<file path="src/rtl/rr_arb_pkg.sv">
// Shared types and constants for the four-way round-robin arbiter.
package rr_arb_pkg;

  localparam int unsigned N_REQ = 4;
  localparam int unsigned IDX_W = 2;

  typedef enum logic [0:0] {
    StIdle,
    StGrant
  } state_e;

endpackage

</file>
<file path="src/rtl/rr_arb4_dec.sv">
// Combinational 2-to-4 one-hot decoder with enable; all-zero output when disabled.
module onehot_dec2x4
  import rr_arb_pkg::*;
(
  input  logic [IDX_W-1:0] idx,
  input  logic             en,
  output logic [N_REQ-1:0] y
);

  always_comb begin
    y = '0;
    if (en) begin
      unique case (idx)
        2'd0: y = 4'b0001;
        2'd1: y = 4'b0010;
        2'd2: y = 4'b0100;
        2'd3: y = 4'b1000;
        default: y = '0;
      endcase
    end
  end

endmodule

</file>
<file path="src/rtl/rr_arb4.sv">
// Four-requester round-robin arbiter with held, registered one-hot grants.
// Optional hold timeout compiled in with `define RR_ARB_TIMEOUT_EN.
module rr_arb4
  import rr_arb_pkg::*;
#(
  parameter int unsigned HOLD_MAX = 8
) (
  input  logic             clk,
  input  logic             rst,
  input  logic             en,
  input  logic [N_REQ-1:0] req,
  output logic [N_REQ-1:0] gnt,
  output logic [IDX_W-1:0] gnt_idx,
  output logic             gnt_vld,
  output logic             tmo
);

  state_e           state_q, state_d;
  logic [IDX_W-1:0] ptr_q, ptr_d;
  logic [IDX_W-1:0] gnt_idx_q, gnt_idx_d;
  logic             gnt_vld_q, gnt_vld_d;
  logic             tmo_q, tmo_d;
  logic [N_REQ-1:0] gnt_q, gnt_d;
  logic             timeout;

  // First set request at or after the rotation pointer, wrapping mod 4.
  function automatic logic [IDX_W-1:0] rr_pick(input logic [N_REQ-1:0] r,
                                               input logic [IDX_W-1:0] p);
    logic [IDX_W-1:0] idx;
    logic             found;
    rr_pick = p;
    found   = 1'b0;
    for (int i = 0; i < N_REQ; i++) begin
      idx = p + IDX_W'(i);
      if (!found && r[idx]) begin
        rr_pick = idx;
        found   = 1'b1;
      end
    end
  endfunction

`ifdef RR_ARB_TIMEOUT_EN
  localparam int unsigned CntW = $clog2(HOLD_MAX + 1);

  logic [CntW-1:0] hold_q, hold_d;

  assign timeout = (state_q == StGrant) && (hold_q == CntW'(HOLD_MAX));

  // Loaded with 1 while idle so the first granted cycle counts as 1.
  always_comb begin
    hold_d = hold_q;
    if (state_q == StIdle) begin
      hold_d = CntW'(1);
    end else if (!timeout) begin
      hold_d = hold_q + CntW'(1);
    end
  end

  always_ff @(posedge clk) begin
    if (rst) begin
      hold_q <= '0;
    end else begin
      hold_q <= hold_d;
    end
  end
`else
  logic unused_hold_max;
  assign unused_hold_max = ^8'(HOLD_MAX);
  assign timeout         = 1'b0;
`endif

  always_comb begin
    state_d   = state_q;
    ptr_d     = ptr_q;
    gnt_idx_d = gnt_idx_q;
    gnt_vld_d = 1'b0;
    tmo_d     = 1'b0;
    unique case (state_q)
      StIdle: begin
        if (en && (req != '0)) begin
          gnt_idx_d = rr_pick(req, ptr_q);
          ptr_d     = gnt_idx_d + IDX_W'(1);
          gnt_vld_d = 1'b1;
          state_d   = StGrant;
        end
      end
      StGrant: begin
        if (en && req[gnt_idx_q]) begin
          if (timeout) begin
            tmo_d   = 1'b1;
            state_d = StIdle;
          end else begin
            gnt_vld_d = 1'b1;
          end
        end else begin
          state_d = StIdle;
        end
      end
      default: state_d = StIdle;
    endcase
  end

  onehot_dec2x4 u_dec (
    .idx (gnt_idx_d),
    .en  (gnt_vld_d),
    .y   (gnt_d)
  );

  always_ff @(posedge clk) begin
    if (rst) begin
      state_q   <= StIdle;
      ptr_q     <= '0;
      gnt_idx_q <= '0;
      gnt_vld_q <= 1'b0;
      tmo_q     <= 1'b0;
      gnt_q     <= '0;
    end else begin
      state_q   <= state_d;
      ptr_q     <= ptr_d;
      gnt_idx_q <= gnt_idx_d;
      gnt_vld_q <= gnt_vld_d;
      tmo_q     <= tmo_d;
      gnt_q     <= gnt_d;
    end
  end

  assign gnt     = gnt_q;
  assign gnt_idx = gnt_idx_q;
  assign gnt_vld = gnt_vld_q;
  assign tmo     = tmo_q;

endmodule

</file>
<file path="config.mk">
export PLATFORM = sky130hd
export DESIGN_NAME = rr_arb4
export DESIGN_NICKNAME = d
export VERILOG_FILES = /design/src/rtl/rr_arb_pkg.sv /design/src/rtl/rr_arb4_dec.sv /design/src/rtl/rr_arb4.sv
export SDC_FILE = /design/constraint.sdc
export NUM_CORES = 1
export LEC_CHECK = 0
export ABC_AREA = 1
export CAP_MARGIN = 0
export CORE_ASPECT_RATIO = 1.5
export CORE_MARGIN = 2
export CORE_UTILIZATION = 30
export DETAILED_ROUTE_END_ITERATION = 6
export GPL_TIMING_DRIVEN = 0
export PLACE_DENSITY_LB_ADDON = 0.25
export SLEW_MARGIN = 0
export SYNTH_ARGS = -nofsm -noshare
export SYNTH_HDL_FRONTEND = slang
export SYNTH_HIERARCHICAL = 1
export SYNTH_SLANG_ARGS = --single-unit
</file>
<file path="constraint.sdc">
create_clock -name clk -period 1.7 [get_ports clk]
set_clock_uncertainty 0.2 [all_clocks]
set_input_delay 0.425 -clock clk [delete_from_list [all_inputs] [get_ports clk]]
set_output_delay 0.425 -clock clk [all_outputs]
set_load 0.01 [all_outputs]
</file>
# --- Word-level counts from Yosys, hierarchy flattened ---
# Index checks and enable logic that the tools add are counted.
word_totals:
  register_bits: 9
  latch_bits: 0
  ramBits: 0
  romBits: 0
  in_bits: 7
  output_inout_bits: 8
  wordCells: 60
  memories: 0
classes:
  addsub: 4
  mul: 0
  div_mod_pow: 0
  order_cmp: 5
  n_eq_ne: 3
  shifts: 0
  mux: 30
  n_bitwise: 2
  reduce_logical: 12
ops:
  columns: ["cell", "n"]
  rows:
  - ["$mux 1", 16]
  - ["$pmux 4 s4", 1]
  - ["$lt 2x3->1 const B", 5]
  - ["$mux 2", 7]
  - ["$bmux 1 s2", 5]
  - ["$logic_and 1x1->1", 5]
  - ["$add 2x1->2 const B", 2]
  - ["$add 2x2->2 const B", 2]
  - ["$eq 2x2->1 const B", 2]
  - ["$reduce_bool 4->1", 1]
  - ["$logic_not 1->1", 3]
  - ["$eq 2x1->1 const B", 1]
  - ["$logic_not 2->1", 1]
  - ["$not 1->1", 2]
  - ["$pmux 1 s2", 1]
  - ["$reduce_and 2->1", 1]
  - ["$reduce_or 2->1", 1]

# --- Depth between registers and ports, before layout ---
logic_depth:
  ltp_word: 24
  mapped_depth: 18
  mapped_depth_nobuf: 17

# --- By module ---
# Netlist, hierarchy kept.
by_module_without_submodules:
  columns: ["module", "instances", "cells_per_inst", "area_each_um2", "seq_area_each_um2"]
  rows:
  - ["rr_arb4", 1, 129, 783.3, 180.2]
  - ["onehot_dec2x4", 1, 8, 30.0, 0.0]

# --- Worst setup path before layout ---
# Ideal clock, no wire load.
synth_timing:
  path_type: "register -> register"
  startpoint: "register ptr_q[1]"
  endpoint: "register gnt_q[0] (netlist: gnt[0])"
  setup_ns: 0.065
  arrival_ns: 1.525
  t_required_ns: 1.435
  slack_ns: -0.090
  path_stages_with_launch: 18
  n_path_buf: 1
  synth_period_minus_slack_ns: 1.790
  cell_sequence: "dfxtp_1 -> buf_6 -> inv_8 -> nand2_2 -> nand2_4 -> nand2_2 -> nand2_4 -> nor2_4 -> nand2_2 -> nand2_1 -> nand3_1 -> o21ai_0 -> inv_1 -> inv_1 -> nand2_1 -> nor2_1 -> inv_1 -> nor2_1"
synth_via:
  elab_chain_len: 24
  elab_cells_between_ends: 38
  cone_classes: "add/sub (3); eq/ne (3); mux (25); reduce/logical (7)"
synth_rtl:
  columns: ["item", "line", "source"]
  rows:
  - ["start: declaration", "rr_arb4.sv:19", "logic [IDX_W-1:0] ptr_q, ptr_d;"]
  - ["start signal: assignment", "rr_arb4.sv:119", "ptr_q <= ptr_d;"]
  - ["$bmux 1 s2", "rr_arb4.sv:35", "if (!found && r[idx]) begin"]
  - ["$mux 1 (not written as such)", "rr_arb4.sv:35", null]
  - ["$mux 1", "rr_arb4.sv:35", null]
  - ["$mux 1", "rr_arb4.sv:80", "if (en && (req != '0)) begin"]
  - ["$mux 1", "rr_arb4.sv:78", "unique case (state_q)"]
  - ["$logic_not 1->1", "rr_arb4.sv:35", null]
  - ["$logic_and 1x1->1", "rr_arb4.sv:35", null]
  - ["$mux 1", "rr_arb4.sv:35", null]
  - ["[... 9 more ...]", null, null]
  - ["$mux 2 *", "rr_arb4.sv:35", null]
  - ["$mux 2 *", "rr_arb4.sv:80", null]
  - ["$mux 2 *", "rr_arb4.sv:78", null]
  - ["$mux 2 *", "rr_arb4.sv:80", null]
  - ["$mux 2 *", "rr_arb4.sv:78", null]
  - ["named net gnt_idx_d[0]", "rr_arb4.sv:20", "logic [IDX_W-1:0] gnt_idx_q, gnt_idx_d;"]
  - ["$eq 2x2->1 (tied with other cells)", "rr_arb4_dec.sv:13", "unique case (idx)"]
  - ["$pmux 4 s4 *", "rr_arb4_dec.sv:13", null]
  - ["end signal: assignment", "rr_arb4.sv:123", "gnt_q <= gnt_d;"]
  - ["end: declaration", "rr_arb4.sv:23", "logic [N_REQ-1:0] gnt_q, gnt_d;"]
# Mark *: on every way through the listed nets, which the timed path passes. The rest lies on a longest branch. The select of a mux whose other input is x is not followed.
# A chain may end at the register's enable or synchronous reset.

# --- Worst setup path in the final report ---
layout_timing:
  startpoint: "input port req[2]"
  endpoint: "register gnt_q[0] (netlist: gnt[0])"
layout_via:
  elab_chain_len: 24
  elab_cells_between_ends: 45
  cone_classes: "eq/ne (3); mux (30); bitwise (1); reduce/logical (11)"
layout_rtl:
  columns: ["item", "line", "source"]
  rows:
  - ["start: declaration", "rr_arb4.sv:11", "input logic [N_REQ-1:0] req,"]
  - ["$bmux 1 s2", "rr_arb4.sv:35", null]
  - ["$mux 1 (not written as such)", "rr_arb4.sv:35", null]
  - ["$mux 1", "rr_arb4.sv:35", null]
  - ["$mux 1", "rr_arb4.sv:80", null]
  - ["$mux 1", "rr_arb4.sv:78", null]
  - ["$logic_not 1->1", "rr_arb4.sv:35", null]
  - ["$logic_and 1x1->1", "rr_arb4.sv:35", null]
  - ["$mux 1", "rr_arb4.sv:35", null]
  - ["[... 9 more ...]", null, null]
  - ["$mux 2", "rr_arb4.sv:35", null]
  - ["$mux 2", "rr_arb4.sv:80", null]
  - ["$mux 2", "rr_arb4.sv:78", null]
  - ["$mux 2 *", "rr_arb4.sv:80", null]
  - ["$mux 2 *", "rr_arb4.sv:78", null]
  - ["named net gnt_idx_d[0]", "rr_arb4.sv:20", null]
  - ["$eq 2x2->1 (tied with other cells)", "rr_arb4_dec.sv:13", null]
  - ["$pmux 4 s4 *", "rr_arb4_dec.sv:13", null]
# Marks and branches as above.

==> out/results.ini <==
[clock_network]
cts_buffers=3
cts_sinks=9
clockBufferDepth=2
tritoncts=yes
root_buffer=clkbuf_8
clkLatencyLatePin_ns=0.24
htree_levels=1
path_clk_slew_ns=0.04

[sta]
drv_slew=0
grt_setup_unrepaired=true
hold_violations=0
fmax_ghz=0.5094
post-route-period-util=1.155
whs_ns=0.3105
worst_slack_ns=-0.2631
setup_violations=7
period_needed_ns=1.963

[yosys]
syn-num-nets=144
synth_enable_flop_cells=0
synthDistinctLibCells=23
syn_avg_cell_area_sq_um=5.936
syn_area_sq_um=813.3
yosys_warnings=6
async_flop_share=0
synth_seq_area_share=0.2215
synthCells=137
synthFlopType=dfxtp_1
ys_ff_latch=9

[setup_path]
crit_family=simple AND/OR/NAND/NOR gates
endpoint=gnt[0]$_SDFF_PP0_
start_kind=primary input
slowest_delay_ns=0.28
cp_slowest_cell=clkdlybuf4s15_1
rr_startpoint=ptr_q[0]$_SDFFE_PP0P_
worstSetupPathType=primary input to flop
r2r_slack_ns=-0.26
crit_path_end_kind=flop
worstReg2RegEnd=gnt[0]$_SDFF_PP0_
path_depth=16
crit_arrival_ns=1.93
cp_num_buf_inv=4
crit_top_cell=nand2_4
critPathMaxFanout=5
crit_required_ns=1.67
crit_start=req[2]
crit_chain=clkdlybuf4s15_1 > nand2_2 > nand2_4 > nand2_4 > nand2_4 > nor2_4 > nand2_4 > nand2_4 > nand3_2 > o21ai_2 > inv_1 > inv_1 > nand2_2 > nor2_1 > inv_1 > nor2_1
reg2regPathDepth=17

[pwr]
power_mw=1.499
vdd_ir_drop_max_uv=581.9
pwr-share-seq=0.180
power_density_mw_per_mm2=1179
internal-power_mw=0.8185
clkPwrFrac=0.166
power_frac_comb=0.654
power.leakage_nw=0.6820
p_sw_mw=0.6807
p_sw_frac=0.4540

[floorplan]
initial_utilization=0.3106
die_w_microns=46.51
ios=15
core_area_sq_mm=0.002619
fp-row-count=23
die_area_sq_mm=0.003152
die_y_microns=67.77

[min_path]
hp-class=primary input to flop
holdPathStages=2

[routing]
post_drt_wl_per_cell_microns=10.31
drtAntennaViolNets=0
drt-total-wl_mm=2.061
first_iter_violations=11
drcViolationCount=0
drt_pass1_iterations=4
vias_per_cell=4.340
vias=868

[placement]
dpl-instance-area_sq_mm=0.001001
dp_cells=186
gp_congestion=0.8406
port_buffers=12
hpwl_mm=1.445

[final_layout]
layout_commonest_cell=nand2_1
num-nets-final=171
antenna_cells=0
layout-drive-gt1-share=0.3926
syn2layout_area_growth_pct=56.31
final_cell_area_sq_mm=0.001271
finalNonFillerCells=200
final_cell_mix=nand2_1, inv_1, nand2_4
seq_area_sq_um=183.9
fillers=281
multi_input_area_sq_um=655.6
post-route-util=0.4854

[job]
drv_cap=0

[grt]
grt_pass1_wl_mm=3.394
grt_use_met2=0.2674
met1_usage=0.1456
grt_max_degree=11
use_met3=0.02139
antenna_found_initial=0
grt_overflow=0
grt_pass1_vias=866
grtUsageTotal=0.1512
grt-busiest-layer=met2

[run_status]
outcome=finished with violations
violations=negative setup slack

[flip-flops by register name, summed over array words and instances (netlist names)]
| name | flops |
|---|---|
| gnt | 4 |
| gnt_idx | 2 |
| ptr_q | 2 |
| gnt_vld | 1 |
[metrics by stage]
step,TNS [ns],setup WS [ns]
6_report,-1.475,-0.2631
5_1_grt,-2.468,-0.4116
4_1_cts,-1.033,-0.2235
3_5_place_dp,-5.414,-0.7796
3_3_place_gp,-5.169,-0.7602
2_1_floorplan,-0.2562,-0.07037
[cell families after synthesis]
family / Yosys count / synth area share
buffers and inverters: 28 / 0.1661
other: 1 / 0.004611
AOI/OAI and AO/OA: 11 / 0.08000
and+or+nand+nor: 88 / 0.5277
DFF: 9 / 0.2215
[per-layer routing]
metal,part of all wire,wire [microns],vias up
met2,0.58,1186,11
met3,0.016,34,6
met1,0.38,778,387
met4,0.030,62,0
met5,0,0,-
li1,-,-,464
[synthesized netlist by cell type, types with 2 or more instances]
master	n	area, sq um
buf_4	2	15.01
nand3_2	2	20.02
nand2_2	12	75.07
nor2_1	10	37.54
dfxtp_1	9	180.2
nand2_4	4	45.04
o21ai_0	3	15.01
a21oi_1	4	20.02
inv_1	20	75.07
nand3_1	13	65.06
nand2_1	45	168.9
buf_6	2	22.52
[power by group through the flow]
stage,sequential (mW),combinational (mW),clock [mW]
finish,0.270,0.981,0.248
global route,0.274,1.09,0.265
CTS,0.270,0.819,0.258
detailed placement,0.271,0.700,0
global placement,0.270,0.692,0
floorplan,0.277,0.545,0
[worst min-delay path by stage]
stage / start / end / slack [ns]
2_1_floorplan: gnt_vld$_SDFF_PP0_ / gnt_vld$_SDFF_PP0_ / 0.34
5_1_grt: rst / gnt[3]$_SDFF_PP0_ / 0.36
4_1_cts: rst / gnt_idx[0]$_SDFF_PP0_ / 0.32
3_5_place_dp: gnt_vld$_SDFF_PP0_ / gnt_vld$_SDFF_PP0_ / 0.33
3_3_place_gp: gnt_vld$_SDFF_PP0_ / gnt_vld$_SDFF_PP0_ / 0.33
6_report: rst / gnt_idx[0]$_SDFF_PP0_ / 0.31
[cell type report]
cell class,count,share of cell area
sequential,9,0.1447
timing repair buffer,22,0.1447
buffer,5,0.04823
tap,37,0.03642
clock buffer,4,0.03543
multi-input combinational,100,0.5157
inverter,23,0.07480
[repair_timing]
item | 4_1_cts | 5_1_grt
setup buffers | 5 | 5
pin swaps | 11 | 14
hold buffers | 0 | 0
resized for setup | 28 | 26
endpoints found under the setup margin | 14 | 9
Note: power is estimated with default switching activity, not from simulation.
==> RTL edit 1, RTL diff (same flow settings) <==
Change the package constant `IDX_W` from 2 to 3.
--- a/src/rtl/rr_arb_pkg.sv
+++ b/src/rtl/rr_arb_pkg.sv
@@ -4,3 +4,3 @@
   localparam int unsigned N_REQ = 4;
-  localparam int unsigned IDX_W = 2;
+  localparam int unsigned IDX_W = 3;
 
Ports: changed (resized gnt_idx); port bits go from 15 to 16. The function was not compared with the original's and may differ.
==> RTL edit 1 against the unedited design <==
- combinational power is 35% higher
- largest power group unchanged
- utilization is 0.92 points lower
- total power is 28% higher
- count of clock-buffer cells in the layout stayed put
- non-clock buffer count is 4 higher
- design area is 10% higher
- sequential cell count is 2 higher
- area after synthesis is 14% higher
- worst setup slack worse by 0.27 ns
- sequential share of layout area is 1.5 points higher
- routed wire length is 15% higher
- the run still ends with negative setup slack left
==> RTL edit 1: results (changes against the unedited design) <==
* Leakage Power: 0.702 nW (+2.9%)
- Fraction of final layout cells with drive strength greater than 1: 40.7% (+1.4 points)
- The post-layout worst setup margin was -0.531 ns (-0.268 ns).
- The net count reported at finish was 183 (+7.0%).
- The setup TNS is -3.92 ns (-2.45 ns).
- The flow ran to the end, but the final reports show violations.
* Violated checks: negative setup slack
* Sequential area share after synthesis: 23.7% (+1.5 points)
- Final-report setup violation count: 10 (+3)
- Arrival time of data at the critical path endpoint: 2.16 ns (+0.23 ns)
- The highest cell delay on the worst timing path came to 0.33 ns (+0.05 ns).
- Number of distinct library cells after synthesis: 26 (+13%)
- The total instance count after detailed placement came to 193 (+3.8%).
* Total number of vias: 951 (+9.6%)
- The setup slack at placement was -0.893 ns (-0.114 ns).
* Type of the most critical hold path: register to register
- The first-pass GRT wire length came to 3.66 mm (+7.9%).
- Post-Route WL: 2.37 mm (+15%)
- The post-place instance area was 1150 sq um (+15%).
- Ranked by total cell area, the synthesized netlist is headed by dfxtp_1, nand2_1, inv_1, nand3_1, nand2_4.
* PortBufs: 13 (+1)
- Global-route usage over all layers: 13.4% (-1.7 points)
- The largest fanout on the critical path is 4 (-1).
- Maximum ir drop on the vdd rail: 0.000708 V (+22%)
- Net count of the mapped netlist: 151 (+4.9%)
- The number of standard cells after synthesis came to 141 (+2.9%).
- Slowest-stage cell, CP: dfxtp_2
RTL edit 1: what timing repair did:
item | CTS | global route
hold buffers | 0 | 0
buffers inserted | 10 | 5
resized for setup | 21 | 18
endpoints found under the setup margin | 19 | 10
pin swaps | 11 | 19
RTL edit 1: metal layers:
metal,part of all wire (%),track usage (%)
met1,38,12.6
met2,56,26.1
met3,1.7,1.65
met4,3.5,9.88
met5,0,0
RTL edit 1: worst reg2reg max path, delay by kind of cell (launching register included):
family / cells / cell delay (ns)
adders and majority gates: 2 / 0.44
AOI/OAI and AO/OA: 1 / 0.24
buffers and inverters: 4 / 0.27
DFF: 1 / 0.33
and+or+nand+nor: 9 / 0.64
RTL edit 1: power groups by stage:
stage / clock network [mW] / logic, mW / registers [mW]
detailed placement: 0 / 0.959 / 0.342
global placement: 0 / 0.947 / 0.341
finish: 0.256 / 1.32 / 0.335
floorplan: 0 / 0.758 / 0.347
CTS: 0.265 / 1.13 / 0.336
global route: 0.278 / 1.43 / 0.339
RTL edit 1: final timing paths:
check | startpoint | to | slack (ns) | cells past startpoint
setup / recovery | ptr_q[1]$_SDFFE_PP0P_ | ptr_q[2]$_SDFFE_PP0P_ | -0.53 | 16
hold / removal | gnt_idx[2]$_SDFF_PP0_ | gnt_idx[2]$_SDFF_PP0_ | 0.29 | 2
setup reg to reg | ptr_q[1]$_SDFFE_PP0P_ | ptr_q[2]$_SDFFE_PP0P_ | -0.53 | 16
hold reg to reg | gnt_idx[2]$_SDFF_PP0_ | gnt_idx[2]$_SDFF_PP0_ | 0.29 | 2
RTL edit 1: cells by family after synthesis:
logic type	after synthesis	share of synthesized area [%]
adder cells (fa/ha/maj)	3	4.04
flip-flops	11	23.7
buffers and inverters	24	12.5
AO/OA/AOI/OAI	15	9.15
XOR/XNOR	4	3.77
AND/OR/NAND/NOR	83	46.4
other	1	0.403
RTL edit 1: cell type report:
type / instances / area, sq um
plain buffers: 4 / 33.8
clock buffers: 4 / 45.0
fillers: 336 / 1540
inverters: 20 / 90.1
multi-input cells: 106 / 736
flip-flops and latches: 11 / 224
well taps: 39 / 48.8
repair buffers: 27 / 224
==> RTL edit 2, RTL diff (same flow settings) <==
Without the edit above. The option `RR_ARB_TIMEOUT_EN` is turned on by a define.
--- a/src/rtl/rr_arb4.sv
+++ b/src/rtl/rr_arb4.sv
@@ -2,2 +2,4 @@
 // Optional hold timeout compiled in with `define RR_ARB_TIMEOUT_EN.
+`define RR_ARB_TIMEOUT_EN
+
 module rr_arb4
Formal check against the unedited RTL: not equivalent (Yosys sat finds a counterexample within 10 cycles, from zero or initial values and one cycle with rst high).
==> RTL edit 2 against the unedited design <==
- worst setup slack improved by 0.033 ns
- sequential cell count is 5 higher
- area after synthesis grew 19%
- synthesized cell count up 15%
- sequential power rose by 48%
- total power grew 19%
- global-route usage fell by 1.1 points
- design area up 16%
- fmax grew 1.7%
- the flow still finishes with violations (negative setup slack)
- routed wire length increased by 21%
- utilization is 1.3 points lower
- worst hold slack worse by 0.022 ns
==> RTL edit 2: results (changes against the unedited design) <==
- Wire length of the first global-routing pass: 4.07 mm (+20%)
* Maximum ir drop on the vdd rail: 0.000601 V (+3.3%)
* Sequential area share after synthesis: 29.1% (+6.9 points)
- The count of different cell masters after synthesis is 24 (+4.3%).
* Number of enable flip-flop cells after synthesis: 0 (unchanged)
- Layout fillers: 335 (+19%)
- The kind of cell with the highest combined delay along the critical path is simple AND/OR/NAND/NOR gates.
* Top cells by area in the synthesized netlist: dfxtp_1, nand2_1, inv_1, nand3_1, nand2_2
* Count of warnings emitted by yosys: 6 (unchanged)
- Count of state elements after synthesis: 14 (+5)
- Number of buffers added by the clock tree synthesis step: 3 (unchanged)
* Count of inserted antenna diode cells: 0 (unchanged)
- The post-place instance area is 1160 sq um (+16%).
* Final setup slack of the worst path: -0.230 ns (+0.0333 ns)
* First-iteration detailed-routing DRC count: 14 (+3)
- The logic depth of the worst register-to-register path was 14 (-3).
- The net count after synthesis was 167 (+16%).
- The count of buffers inserted at the top-level ports was 14 (+2).
- Via count of the first global-routing pass: 1,029 (+19%)
* Final-report setup violation count: 7 (unchanged)
- Launch point of the worst path: ptr_q[0]$_SDFFE_PP0P_
* Leakage Power: 0.729 nW (+7.0%)
- H-tree depth: 1 (unchanged)
- Top cells by count, synth: nand2_1, inv_1, nand3_1, dfxtp_1, nor2_1
- Total number of vias: 1,057 (+22%)
- For this design, the slowest cell found on the critical path is dfxtp_4.
- Clk slew on worst S/H paths: 0.05 ns
- Top flip-flop cell by instance count after synthesis: dfxtp_1
- The run finished, with violations left.
* Type of the most critical hold path: register to register
* Final GP Congestion: 0.787 (-6.4%)
* Arrival time of data at the critical path endpoint: 1.91 ns (-0.02 ns)
- The share of flip-flops with an asynchronous set or reset is 0% (unchanged).
* Violated checks: negative setup slack
* Number of iterations in the first detailed-routing pass: 4 (unchanged)
- The critical path ends at ptr_q[1]$_SDFFE_PP0P_.
- Maximum number of pins on one net before global-route repair: 11 (unchanged)
* Source-to-sink clock delay at the later pin of the worst-skew pair: 0.24 ns (about the same)
* Post-Route WL: 2.49 mm (+21%)
- Critical path fanouts, max: 5 (unchanged)
- Global-route usage over all layers: 14.0% (-1.1 points)
* Post-Route Setup TNS: -1.19 ns (+0.289 ns)
* Fraction of final layout cells with drive strength greater than 1: 36.3% (-3.0 points)
- The highest cell delay on the worst timing path is 0.36 ns (+0.08 ns).
* Net count, final: 204 (+19%)
* Slew @ Worst Pin: roughly 0.42 ns
- The placed wire-length estimate was 1.66 mm (+15%).
[RTL edit 2: cells by family (layout without fill, tap and decap cells)]
family	Yosys count	in the layout	synth area share (%)
xor gates and xnor gates	1	1	0.908
adders and majority gates	2	2	2.59
DFF	14	14	29.1
buffers and inverters	30	65	13.5
and+or+nand+nor	98	98	47.0
AOI/OAI and AO/OA	13	13	7.00
[RTL edit 2: layout make-up]
| cell class | count | area [sq um] | share of cell area, % |
|---|---|---|---|
| plain buffers | 3 | 26.3 | 1.78 |
| repair buffers | 32 | 269 | 18.2 |
| multi-input cells | 114 | 688 | 46.5 |
| clock buffers | 3 | 41.3 | 2.79 |
| inverters | 27 | 116 | 7.87 |
| flip-flops and latches | 14 | 288 | 19.5 |
| well taps | 40 | 50.0 | 3.38 |
[RTL edit 2: worst min-delay path by stage]
stage,from,to,slack (ns),cells past startpoint
finish,hold_q[3]$_SDFFE_PP0P_,hold_q[3]$_SDFFE_PP0P_,0.29,2
global route,hold_q[3]$_SDFFE_PP0P_,hold_q[3]$_SDFFE_PP0P_,0.32,2
floorplan,hold_q[3]$_SDFFE_PP0P_,hold_q[3]$_SDFFE_PP0P_,0.24,2
CTS,hold_q[3]$_SDFFE_PP0P_,hold_q[3]$_SDFFE_PP0P_,0.29,2
global placement,hold_q[3]$_SDFFE_PP0P_,hold_q[3]$_SDFFE_PP0P_,0.27,2
detailed placement,hold_q[3]$_SDFFE_PP0P_,hold_q[3]$_SDFFE_PP0P_,0.26,2
[RTL edit 2: power by group]
| group | switching (mW) | total [mW] | internal (mW) |
|---|---|---|---|
| clock | 0.109 | 0.266 | 0.157 |
| combinational | 0.616 | 1.12 | 0.501 |
| sequential | 0.0314 | 0.399 | 0.368 |
[RTL edit 2: metal layers]
| metal | GRT usage [%] | share of wire (%) | vias to the layer above |
|---|---|---|---|
| met1 | 13.3 | 36 | 475 |
| met4 | 6.91 | 2.4 | 0 |
| met2 | 28.9 | 59 | 13 |
| li1 | - | - | 562 |
| met3 | 1.22 | 1.8 | 7 |
| met5 | 0 | 0 | - |
[RTL edit 2: per-stage QoR]
| stage | std cells | hold slack (ns) | power (mW) | worst slack [ns] |
|---|---|---|---|---|
| final | 233 | 0.288 | 1.78 | -0.230 |
| after global routing | 233 | 0.322 | 1.92 | -0.349 |
| after CTS | 232 | 0.292 | 1.59 | -0.203 |
| after detailed placement | 212 | 0.265 | 1.10 | -0.746 |
| after global placement | 212 | 0.269 | 1.09 | -0.717 |
| after floorplan | 158 | 0.245 | 0.951 | -0.0499 |
[RTL edit 2: timing repair]
item	CTS	global route
cloned	1	0
pin swaps	14	14
buffers inserted	16	1
endpoints found under the setup margin	18	8
gates resized for setup	27	31
